<file path="src/rtl/clint_pkg.sv">
// Shared definitions for the core-local interrupt sequencer (clint).
// Holds CSR addresses, instruction encodings, cause codes, pipeline
// control constants, the sequencer state encoding and mstatus helpers.
package clint_pkg;

    // CSR addresses
    localparam logic [11:0] CSR_MTVEC   = 12'h305;
    localparam logic [11:0] CSR_MEPC    = 12'h341;
    localparam logic [11:0] CSR_MCAUSE  = 12'h342;
    localparam logic [11:0] CSR_MSTATUS = 12'h300;

    // System instruction encodings recognised in ID
    localparam logic [31:0] INST_ECALL  = 32'h0000_0073;
    localparam logic [31:0] INST_EBREAK = 32'h0010_0073;
    localparam logic [31:0] INST_MRET   = 32'h3020_0073;

    // mcause values
    localparam logic [31:0] CAUSE_EBREAK    = 32'd3;
    localparam logic [31:0] CAUSE_ECALL     = 32'd11;
    localparam logic [31:0] CAUSE_TIMER_INT = 32'h8000_0007;
    localparam logic [31:0] CAUSE_EXT_INT   = 32'h8000_000B;

    // Pipeline control levels shared with the controller
    localparam logic HOLD_ENABLE  = 1'b1;
    localparam logic HOLD_DISABLE = 1'b0;
    localparam logic JUMP_ENABLE  = 1'b1;
    localparam logic JUMP_DISABLE = 1'b0;

    typedef logic [31:0] inst_addr_t;

    // mstatus bit positions
    localparam int MSTATUS_MIE  = 3;
    localparam int MSTATUS_MPIE = 7;

    // Sequencer states: trap path is MEPC..ASSERT, mret path is MRET_*
    typedef enum logic [2:0] {
        S_IDLE    = 3'd0,
        S_MEPC    = 3'd1,
        S_MCAUSE  = 3'd2,
        S_MSTATUS = 3'd3,
        S_ASSERT  = 3'd4,
        S_MRET_ST = 3'd5,
        S_MRET_AS = 3'd6
    } state_e;

    // Trap entry: MPIE takes the old MIE, MIE is cleared
    function automatic logic [31:0] trap_mstatus(input logic [31:0] ms);
        logic [31:0] r;
        r               = ms;
        r[MSTATUS_MPIE] = ms[MSTATUS_MIE];
        r[MSTATUS_MIE]  = 1'b0;
        return r;
    endfunction

    // Trap return: MIE takes the old MPIE, MPIE is set
    function automatic logic [31:0] mret_mstatus(input logic [31:0] ms);
        logic [31:0] r;
        r               = ms;
        r[MSTATUS_MIE]  = ms[MSTATUS_MPIE];
        r[MSTATUS_MPIE] = 1'b1;
        return r;
    endfunction

endpackage

</file>
<file path="src/rtl/clint.sv">
// Core-local interrupt/exception sequencer.
// Detects ecall/ebreak/mret in ID and enabled level interrupts, holds the
// pipeline, writes mepc/mcause/mstatus through the CSR port and then issues
// a one-cycle fetch redirect.
// Optional build macro CLINT_VECTORED_EN: async traps honour vectored mtvec
// mode (mtvec[1:0]==2'b01); otherwise the redirect is always the mtvec base.
module clint
    import clint_pkg::*;
#(
    parameter int INT_NUM   = 8,
    parameter int TIMER_BIT = 0
) (
    input  logic               clk,
    input  logic               rst,
    input  logic [INT_NUM-1:0] int_flag_i,
    input  logic [31:0]        inst_i,
    input  inst_addr_t         inst_addr_i,
    input  logic               jump_flag_i,
    input  inst_addr_t         jump_addr_i,
    input  logic               div_started_i,
    input  logic [31:0]        csr_mtvec_i,
    input  logic [31:0]        csr_mepc_i,
    input  logic [31:0]        csr_mstatus_i,
    output logic               hold_flag_o,
    output logic               we_o,
    output logic [11:0]        waddr_o,
    output logic [31:0]        data_o,
    output logic               int_assert_o,
    output inst_addr_t         int_addr_o
);

    state_e      state_q;
    logic [31:0] cause_q;
    logic        async_q;
    logic        we_q;
    logic [11:0] waddr_q;
    logic [31:0] data_q;
    logic        int_assert_q;
    inst_addr_t  int_addr_q;

    logic        async_req;
    logic        sync_req;
    logic        mret_req;
    logic [31:0] cause_d;
    inst_addr_t  epc_d;
    inst_addr_t  trap_base;
    inst_addr_t  trap_target;

    // Request detection and cause/epc selection for the current ID cycle
    // NOTE: every always_comb output gets a default first so no path leaves it unassigned (no latch).
    always_comb begin
        async_req = (|int_flag_i) && csr_mstatus_i[MSTATUS_MIE];
        sync_req  = (inst_i == INST_ECALL) || (inst_i == INST_EBREAK);
        mret_req  = (inst_i == INST_MRET);
        cause_d   = CAUSE_ECALL;
        epc_d     = inst_addr_i;
        if (async_req) begin
            cause_d = int_flag_i[TIMER_BIT] ? CAUSE_TIMER_INT : CAUSE_EXT_INT;
            if (jump_flag_i) begin
                epc_d = jump_addr_i;
            end else if (div_started_i) begin
                // The divider owns the instruction ahead; resume there (wraps mod 2^32).
                epc_d = inst_addr_i - 32'd4;
            end
        end else if (inst_i == INST_EBREAK) begin
            cause_d = CAUSE_EBREAK;
        end
    end

    // Trap vector target, optionally vectored for asynchronous causes
    always_comb begin
        trap_base = {csr_mtvec_i[31:2], 2'b00};
`ifdef CLINT_VECTORED_EN
        if (async_q && (csr_mtvec_i[1:0] == 2'b01)) begin
            trap_target = trap_base + {cause_q[29:0], 2'b00};
        end else begin
            trap_target = trap_base;
        end
`else
        trap_target = trap_base;
`endif
    end

`ifndef CLINT_VECTORED_EN
    // Mode bits and the async marker only matter for vectored redirects.
    logic unused_vec_mode;
    assign unused_vec_mode = ^{csr_mtvec_i[1:0], async_q};
`endif

    // Sequencer FSM with registered CSR-write and redirect outputs
    // NOTE: sequential state uses non-blocking assignments so all registers update together at the edge.
    always_ff @(posedge clk or negedge rst) begin
        if (!rst) begin
            state_q      <= S_IDLE;
            cause_q      <= '0;
            async_q      <= 1'b0;
            we_q         <= 1'b0;
            waddr_q      <= '0;
            data_q       <= '0;
            int_assert_q <= JUMP_DISABLE;
            int_addr_q   <= '0;
        end else begin
            we_q         <= 1'b0;
            waddr_q      <= '0;
            data_q       <= '0;
            int_assert_q <= JUMP_DISABLE;
            int_addr_q   <= '0;
            case (state_q)
                S_IDLE: begin
                    if (async_req || sync_req) begin
                        state_q <= S_MEPC;
                        cause_q <= cause_d;
                        async_q <= async_req;
                        we_q    <= 1'b1;
                        waddr_q <= CSR_MEPC;
                        data_q  <= epc_d;
                    end else if (mret_req) begin
                        state_q <= S_MRET_ST;
                        we_q    <= 1'b1;
                        waddr_q <= CSR_MSTATUS;
                        data_q  <= mret_mstatus(csr_mstatus_i);
                    end
                end
                S_MEPC: begin
                    state_q <= S_MCAUSE;
                    we_q    <= 1'b1;
                    waddr_q <= CSR_MCAUSE;
                    data_q  <= cause_q;
                end
                S_MCAUSE: begin
                    state_q <= S_MSTATUS;
                    we_q    <= 1'b1;
                    waddr_q <= CSR_MSTATUS;
                    data_q  <= trap_mstatus(csr_mstatus_i);
                end
                S_MSTATUS: begin
                    state_q      <= S_ASSERT;
                    int_assert_q <= JUMP_ENABLE;
                    int_addr_q   <= trap_target;
                end
                S_MRET_ST: begin
                    state_q      <= S_MRET_AS;
                    int_assert_q <= JUMP_ENABLE;
                    int_addr_q   <= csr_mepc_i;
                end
                default: begin
                    // S_ASSERT and S_MRET_AS: redirect issued, return to detection.
                    state_q <= S_IDLE;
                end
            endcase
        end
    end

    // Hold in the detection cycle and throughout any sequence; forced low in reset.
    always_comb begin
        hold_flag_o = HOLD_DISABLE;
        if (state_q != S_IDLE) begin
            hold_flag_o = HOLD_ENABLE;
        end else if (rst && (async_req || sync_req || mret_req)) begin
            hold_flag_o = HOLD_ENABLE;
        end
    end

    assign we_o         = we_q;
    assign waddr_o      = waddr_q;
    assign data_o       = data_q;
    assign int_assert_o = int_assert_q;
    assign int_addr_o   = int_addr_q;

endmodule

</file>
<file path="config.mk">
export PLATFORM = sky130hd
export DESIGN_NAME = clint
export DESIGN_NICKNAME = d
export VERILOG_FILES = /design/src/rtl/clint_pkg.sv /design/src/rtl/clint.sv
export SDC_FILE = /design/constraint.sdc
export NUM_CORES = 1
export LEC_CHECK = 0
export CAP_MARGIN = 20
export CORE_MARGIN = 1.5
export CORE_UTILIZATION = 33
export CTS_CLUSTER_DIAMETER = 100
export DETAILED_ROUTE_END_ITERATION = 8
export HOLD_SLACK_MARGIN = 0.02
export PLACE_DENSITY = 0.79
export REMOVE_ABC_BUFFERS = 1
export SYNTH_ARGS = -nofsm -noshare
export SYNTH_HDL_FRONTEND = slang
export SYNTH_SLANG_ARGS = --single-unit
</file>
<file path="constraint.sdc">
create_clock -name clk -period 1.9 [get_ports clk]
set_input_delay 0.19 -clock clk [delete_from_list [all_inputs] [get_ports clk]]
set_output_delay 0.19 -clock clk [all_outputs]
set_load 0.01 [all_outputs]
</file>
==> results.cfg, run 1 <==
[run_status]
status = complete, but fails checks
violations = negative setup slack

[clock_tree]
insertion_delay_ns = 0.34
cts.htree.levels = 3
clockRootBuffer = clkbuf_16
cts_tree = yes
clk_pin_slew_ns = 0.06
hold_buffers = 0
cts_inserted_buffers = 9
cts.sinks = 76
cts_max_path_buffers = 2

[synthesis]
syn_area_per_cell_um2 = 9.17
seq_area_frac_synth_pct = 45.6
yosys_warnings = 0
ys_async_sr_fraction_pct = 100
synth.top_cell.area_share_pct = 45.6
synth_area_leaders = dfrtp_1 (46%), a22o_1 (7.3%), o21ai_0 (4.6%), nand2_1 (4.2%), nor2_1 (3.1%)
synth_area_mm2 = 0.00417
ys_seq_elements = 76
postSynthCellCount = 455
synth_edf_count = 0
yosysTopAreaCell = dfrtp_1
synth_flop_cell = dfrtp_1
ys_types = 57

[pwr]
seq_power_share_pct = 30.3
ir_drop_mv = 0.443
p_comb_share_pct = 47.4
switching_share_pct = 32.3
internal_power_mw = 5.19
power_frac_clock_pct = 22.4
leakage_nw = 3.74
power_density_mw_per_mm2 = 902
power_switching_mw = 2.48

[final_layout]
nNetsFinal = 1030
fin_area_mm2 = 0.00850
antenna_cells = 0
layout_commonest_cell = clkdlybuf4s50_1
layout_common_cells = clkdlybuf4s50_1 (214), buf_4 (101), dfrtp_1 (76)
fin_cells = 998
area_growth_pct = 104
drive_gt1_share_pct = 25.7

[drt]
first_pass_iters = 5
drc = 0
via_per_inst = 5.40
wl_um = 19600
drt_iter0_drc = 391
ant_nets = 0
wl_per_cell_um = 19.7
vias = 5386

[setup_path]
cp.required_ns = 2.17
crit_family = simple AND/OR/NAND/NOR gates
max_stage_delay_ns = 0.54
crit_buf_inv = 1
path_class = in -> reg
end_kind = flop
arrival_ns = 2.21
crit_chain = buf_6 > or4_4 > or3_4 > nand4bb_4 > or4b_1 > and3_1 > o21ai_1
cpMaxStageDelayCell = or4_4
cp_max_fo = 3
crit_path_start_kind = input pin

[sta]
skew_ns = 0.0111
worst_pin_slew_ns = 0.997
rsz0062_at_grt = yes
fmax_mhz = 514
finalSetupTns_ns = -0.0441
period_needed_ns = 1.94
setup_viol_count_final = 1
relSlewSlack_pct = 33.5
final.period_utilization_pct = 102
fin_ws_ns = -0.0441
report.final.slew_viol_count = 0
hold_viol = 0

[floorplan]
ios = 283
row_count = 40
coreArea_mm2 = 0.0122
die_h_um = 115
die_w_um = 115
die_area_mm2 = 0.0133
start_util_pct = 34.3

[placed_design]
numPlacedInstances = 959
hpwl_um = 14700
dpl_cell_area_mm2 = 0.00772
place_congestion = 0.879
portBuffers = 273

[grt]
grt.total_usage_pct = 28.6
antenna_found_initial = 0
grt_pass1_wl_um = 28800
grt_pass1_vias = 5515
overflow = 0
grt_max_degree = 77

[min_path]
hold_class = in -> reg

[job]
max_cap_viol_count = 0
## cell usage after synthesis, types with 6 or more instances
library cell,count
o21ai_0,38
or3_1,7
o21a_1,8
a22oi_1,6
nand2_1,47
o22ai_1,8
nor4_1,14
inv_1,6
nor2_1,35
buf_4,9
a22o_1,35
nand4_1,8
or4_1,6
clkbuf_1,24
a21oi_1,20
nand2b_1,6
nor3_1,12
dfrtp_1,76
## worst register-to-register path, cell delays in order, from the launching register on
cell	delay (ns)
dfrtp_1	0.37
or3_4	0.42
o31a_1	0.35
inv_2	0.11
buf_12	0.12
buf_4	0.11
o211ai_1	0.08
o21ai_1	0.17
## power by group through the flow
stage,sequential [mW],combinational [mW],clock [mW]
2_1_floorplan,2.60,0.904,0
6_report,2.32,3.63,1.72
3_5_place_dp,2.34,3.39,0
3_3_place_gp,2.33,3.31,0
4_1_cts,2.32,3.54,1.73
5_1_grt,2.36,3.86,1.82
## registers in the layout, indices dropped and copies added, names as in the netlist
signal,count
data_o,32
waddr_o,4
state_q,3
cause_q,4
int_assert_o,1
int_addr_o,32
## through the flow
stage                     setup WS (ns)  hold slack (ns)  total power, mW  utilization (%)
after detailed placement         -0.851            0.475             5.73             63.4
after global routing            -0.0783            0.130             8.03             69.9
after global placement           -0.786            0.463             5.64             63.4
after floorplan                   -2.16           -0.106             3.50                -
after CTS                       -0.0968           0.0957             7.58             68.2
final                           -0.0441            0.104             7.67             69.9
## layout make-up
cell class / count / area (µm²)
Clock buffer: 12 / 246
Clock inverter: 4 / 48.8
Fill cell: 878 / 3660
Inverter: 6 / 22.5
Multi-Input combinational cell: 340 / 2440
Sequential cell: 76 / 1900
Tap cell: 168 / 210
Timing Repair Buffer: 392 / 3630
## cell families after synthesis
family | share of synthesized area [%]
simple gates | 21.7
compound gates | 26.5
flops | 45.6
buf+inv | 4.98
mux | 0.750
fa+ha+maj | 0.300
other cells | 0.0899
## timing repair
| action | CTS | global route |
|---|---|---|
| setup buffers | 14 | 9 |
| setup endpoints to repair | 39 | 35 |
| cloned | 1 | 0 |
| pin swaps | 40 | 38 |
| resized for setup | 142 | 71 |
## metal layers
layer | track usage [%] | routed length [µm]
met4 | 15.8 | 856
met3 | 7.85 | 1870
met1 | 31.9 | 7250
met5 | 0 | 0
met2 | 49.4 | 9640
## final timing paths
check,startpoint,end,slack (ns),cells past startpoint
max,inst_addr_i[18],data_o[31],-0.04,7
min,inst_addr_i[20],data_o[20],0.10,3
max reg2reg,state_q[2],data_o[26],0.08,7
min reg2reg,cause_q[31],cause_q[31],0.48,2
max in group asynchronous,rst,int_addr_o[4],1.11,2
min in group asynchronous,rst,data_o[4],0.12,2
Power figures use the tool's default switching activity.
==> inputs of run 2 (changes only) <==
--- a/config.mk
+++ b/config.mk
@@ -5,13 +5,17 @@
 export SDC_FILE = /design/constraint.sdc
 export NUM_CORES = 1
 export LEC_CHECK = 0
+export ABC_AREA = 1
 export CAP_MARGIN = 20
+export CELL_PAD_IN_SITES_DETAIL_PLACEMENT = 0
+export CELL_PAD_IN_SITES_GLOBAL_PLACEMENT = 1
 export CORE_MARGIN = 1.5
-export CORE_UTILIZATION = 33
+export CORE_UTILIZATION = 23
 export CTS_CLUSTER_DIAMETER = 100
 export DETAILED_ROUTE_END_ITERATION = 8
+export GPL_ROUTABILITY_DRIVEN = 0
 export HOLD_SLACK_MARGIN = 0.02
-export PLACE_DENSITY = 0.79
+export PLACE_DENSITY_LB_ADDON = 0.1
 export REMOVE_ABC_BUFFERS = 1
 export SYNTH_ARGS = -nofsm -noshare
 export SYNTH_HDL_FRONTEND = slang
==> results.cfg, run 2 <==
[run_status]
status = complete, no violations

[grt]
grt_max_degree = 77
grt_pass1_vias = 5508
overflow = 0
grt.total_usage_pct = 18.2
grt_pass1_wl_um = 30200
antenna_found_initial = 1

[job]
max_cap_viol_count = 0

[min_path]
hold_class = in -> reg

[clock_tree]
insertion_delay_ns = 0.34
postCtsSetupRepairBufs = 0
cts.sinks = 76
cts_tree = yes
clockRootBuffer = clkbuf_16
cts_inserted_buffers = 9
cts.htree.levels = 3
cts_max_path_buffers = 2
clk_pin_slew_ns = 0.06

[setup_path]
max_stage_delay_ns = 0.48
r2r_slack_ns = 0.33
path_depth = 10
cpMostUsedCell = nand2_1
arrival_ns = 1.52
r2r-end = data_o[19]
crit_path_start_kind = input pin
startpoint = inst_i[5]
end_kind = output port
crit_buf_inv = 2
crit_chain = clkdlybuf4s50_1 > nand2_1 > nor2_1 > nand2_1 > nor2_2 > nand2_1 > nand3_2 > nor2_2 > nor2_1 > clkbuf_2
reg2reg_from = state_q[2]
path_class = in -> out
crit_family = simple AND/OR/NAND/NOR gates
reg2regPathDepth = 10
cpMaxStageDelayCell = clkdlybuf4s50_1
crit_end = hold_flag_o
cp_max_fo = 3
cp.required_ns = 1.71

[synthesis]
seq_area_frac_synth_pct = 39.5
postSynthCellCount = 711
synth_edf_count = 0
ys_seq_elements = 76
yosysTopAreaCell = dfrtp_1
synth_most_common_cell = nand2_1
synth_area_leaders = dfrtp_1 (40%), nand2_1 (14%), inv_1 (9.6%), nor2_1 (8.0%), o22ai_1 (5.1%)
synth_flop_cell = dfrtp_1
syn_area_per_cell_um2 = 6.77
yosys_warnings = 0
ys_types = 36
synth.top_cell.area_share_pct = 39.5
ys_async_sr_fraction_pct = 100
synth_area_mm2 = 0.00481
synthTopCellsByCount = nand2_1 (185), inv_1 (123), nor2_1 (103)

[pwr]
ir_drop_mv = 0.488
total_power_mw = 7.80
leakage_nw = 4.16
power_density_mw_per_mm2 = 895

[sta]
report.final.slew_viol_count = 0
skew_ns = 0.00452
setup_viol_count_final = 0
fmax_mhz = 586
final.period_utilization_pct = 89.9
finalSetupTns_ns = 0
period_needed_ns = 1.71
hold_viol = 0
rsz0062_at_grt = no

[placed_design]
numPlacedInstances = 1301
portBuffers = 273
dpl_cell_area_mm2 = 0.00838
hpwl_um = 15600

[drt]
wl_um = 19800
first_pass_iters = 5
drt_iter0_drc = 192
vias = 5475
via_per_inst = 4.15
wl_per_cell_um = 15.0
ant_nets = 0
drc = 0

[floorplan]
start_util_pct = 23.6
die_w_um = 148
row_count = 52
die_area_mm2 = 0.0218
die_h_um = 148
coreArea_mm2 = 0.0204
ios = 283

[final_layout]
final_util_pct = 42.8
drive_gt1_share_pct = 11.3
area_growth_pct = 81.1
fin_area_mm2 = 0.00871
layout_common_cells = clkdlybuf4s50_1 (271), nand2_1 (185), inv_1 (123)
layout_commonest_cell = clkdlybuf4s50_1
fin_cells = 1318
nNetsFinal = 1248
run 2: changes by cell type in the layout (fill, tap and decap cells not counted), sizes merged, moves of 16 or more:
cell and change:
nor2 +77, nand2 +142, buf -57, a22o -35, o22ai +31, nand3 +42, inv +120, dlygate4sd2 -21
clkdlybuf4s50 +57, clkbuf -16
run 2: cell type report:
| cell class | count | area, µm² |
|---|---|---|
| Fill cell | 2102 | 11600 |
| Sequential cell | 76 | 1900 |
| Inverter | 126 | 473 |
| Clock inverter | 6 | 88.8 |
| Tap cell | 270 | 338 |
| Antenna cell | 1 | 2.50 |
| Multi-Input combinational cell | 484 | 2280 |
| Timing Repair Buffer | 346 | 3400 |
| Clock buffer | 9 | 225 |
run 2: worst min path at each step:
stage,startpoint,to,slack [ns],cells after the start
finish,csr_mepc_i[0],int_addr_o[0],0.36,3
global route,csr_mepc_i[1],int_addr_o[1],0.37,3
CTS,csr_mepc_i[0],int_addr_o[0],0.35,3
detailed placement,rst,waddr_o[6],0.27,2
global placement,rst,waddr_o[6],0.27,2
floorplan,rst,cause_q[1],-0.11,0
run 2: kinds of logic after synthesis:
| group | after synthesis | share of synthesized area (%) |
|---|---|---|
| AND/OR/NAND/NOR | 377 | 34.1 |
| buffers and inverters | 157 | 13.7 |
| XOR/XNOR | 6 | 1.09 |
| other | 1 | 0.0779 |
| flip-flops | 76 | 39.5 |
| adder cells (fa/ha/maj) | 1 | 0.260 |
| AO/OA/AOI/OAI | 93 | 11.3 |
run 2: repair_timing:
action,in CTS,in global routing
hold endpoints to repair,76,0
cloned,0,0
hold buffers,1,0
resized for setup,1,6
endpoints found under the setup margin,1,1
run 2: routing by layer:
layer  part of all wire, %  track usage (%)  vias up
li1                      -                -     2874
met1                    45             23.3     2398
met2                    47             30.6      191
met3                   7.5             4.94       12
met4                  0.94             3.80        0
met5                     0                0        -
run 2: worst register-to-register path, stage by stage, from the launching register on:
cell and delay (ns):
dfrtp_1 0.40, nor2_1 0.11, inv_1 0.10, nor2_4 0.13, nand3_1 0.13, inv_1 0.07
nand3_1 0.06, nand2_1 0.18, buf_12 0.18, nand2_1 0.07, o21ai_1 0.07
run 2: stage by stage:
step / setup WS (ns) / hold WS (ns)
after floorplan: 0.0259 / -0.106
after global placement: -0.212 / 0.269
after detailed placement: -0.233 / 0.274
after CTS: 0.0393 / 0.352
after global routing: 0.0263 / 0.374
final: 0.192 / 0.363
run 2: power breakdown:
group	internal, mW	switching [mW]	total (mW)
Clock	1.15	0.747	1.89
Sequential	2.16	0.199	2.36
Combinational	1.92	1.62	3.54
Total	5.23	2.57	7.80
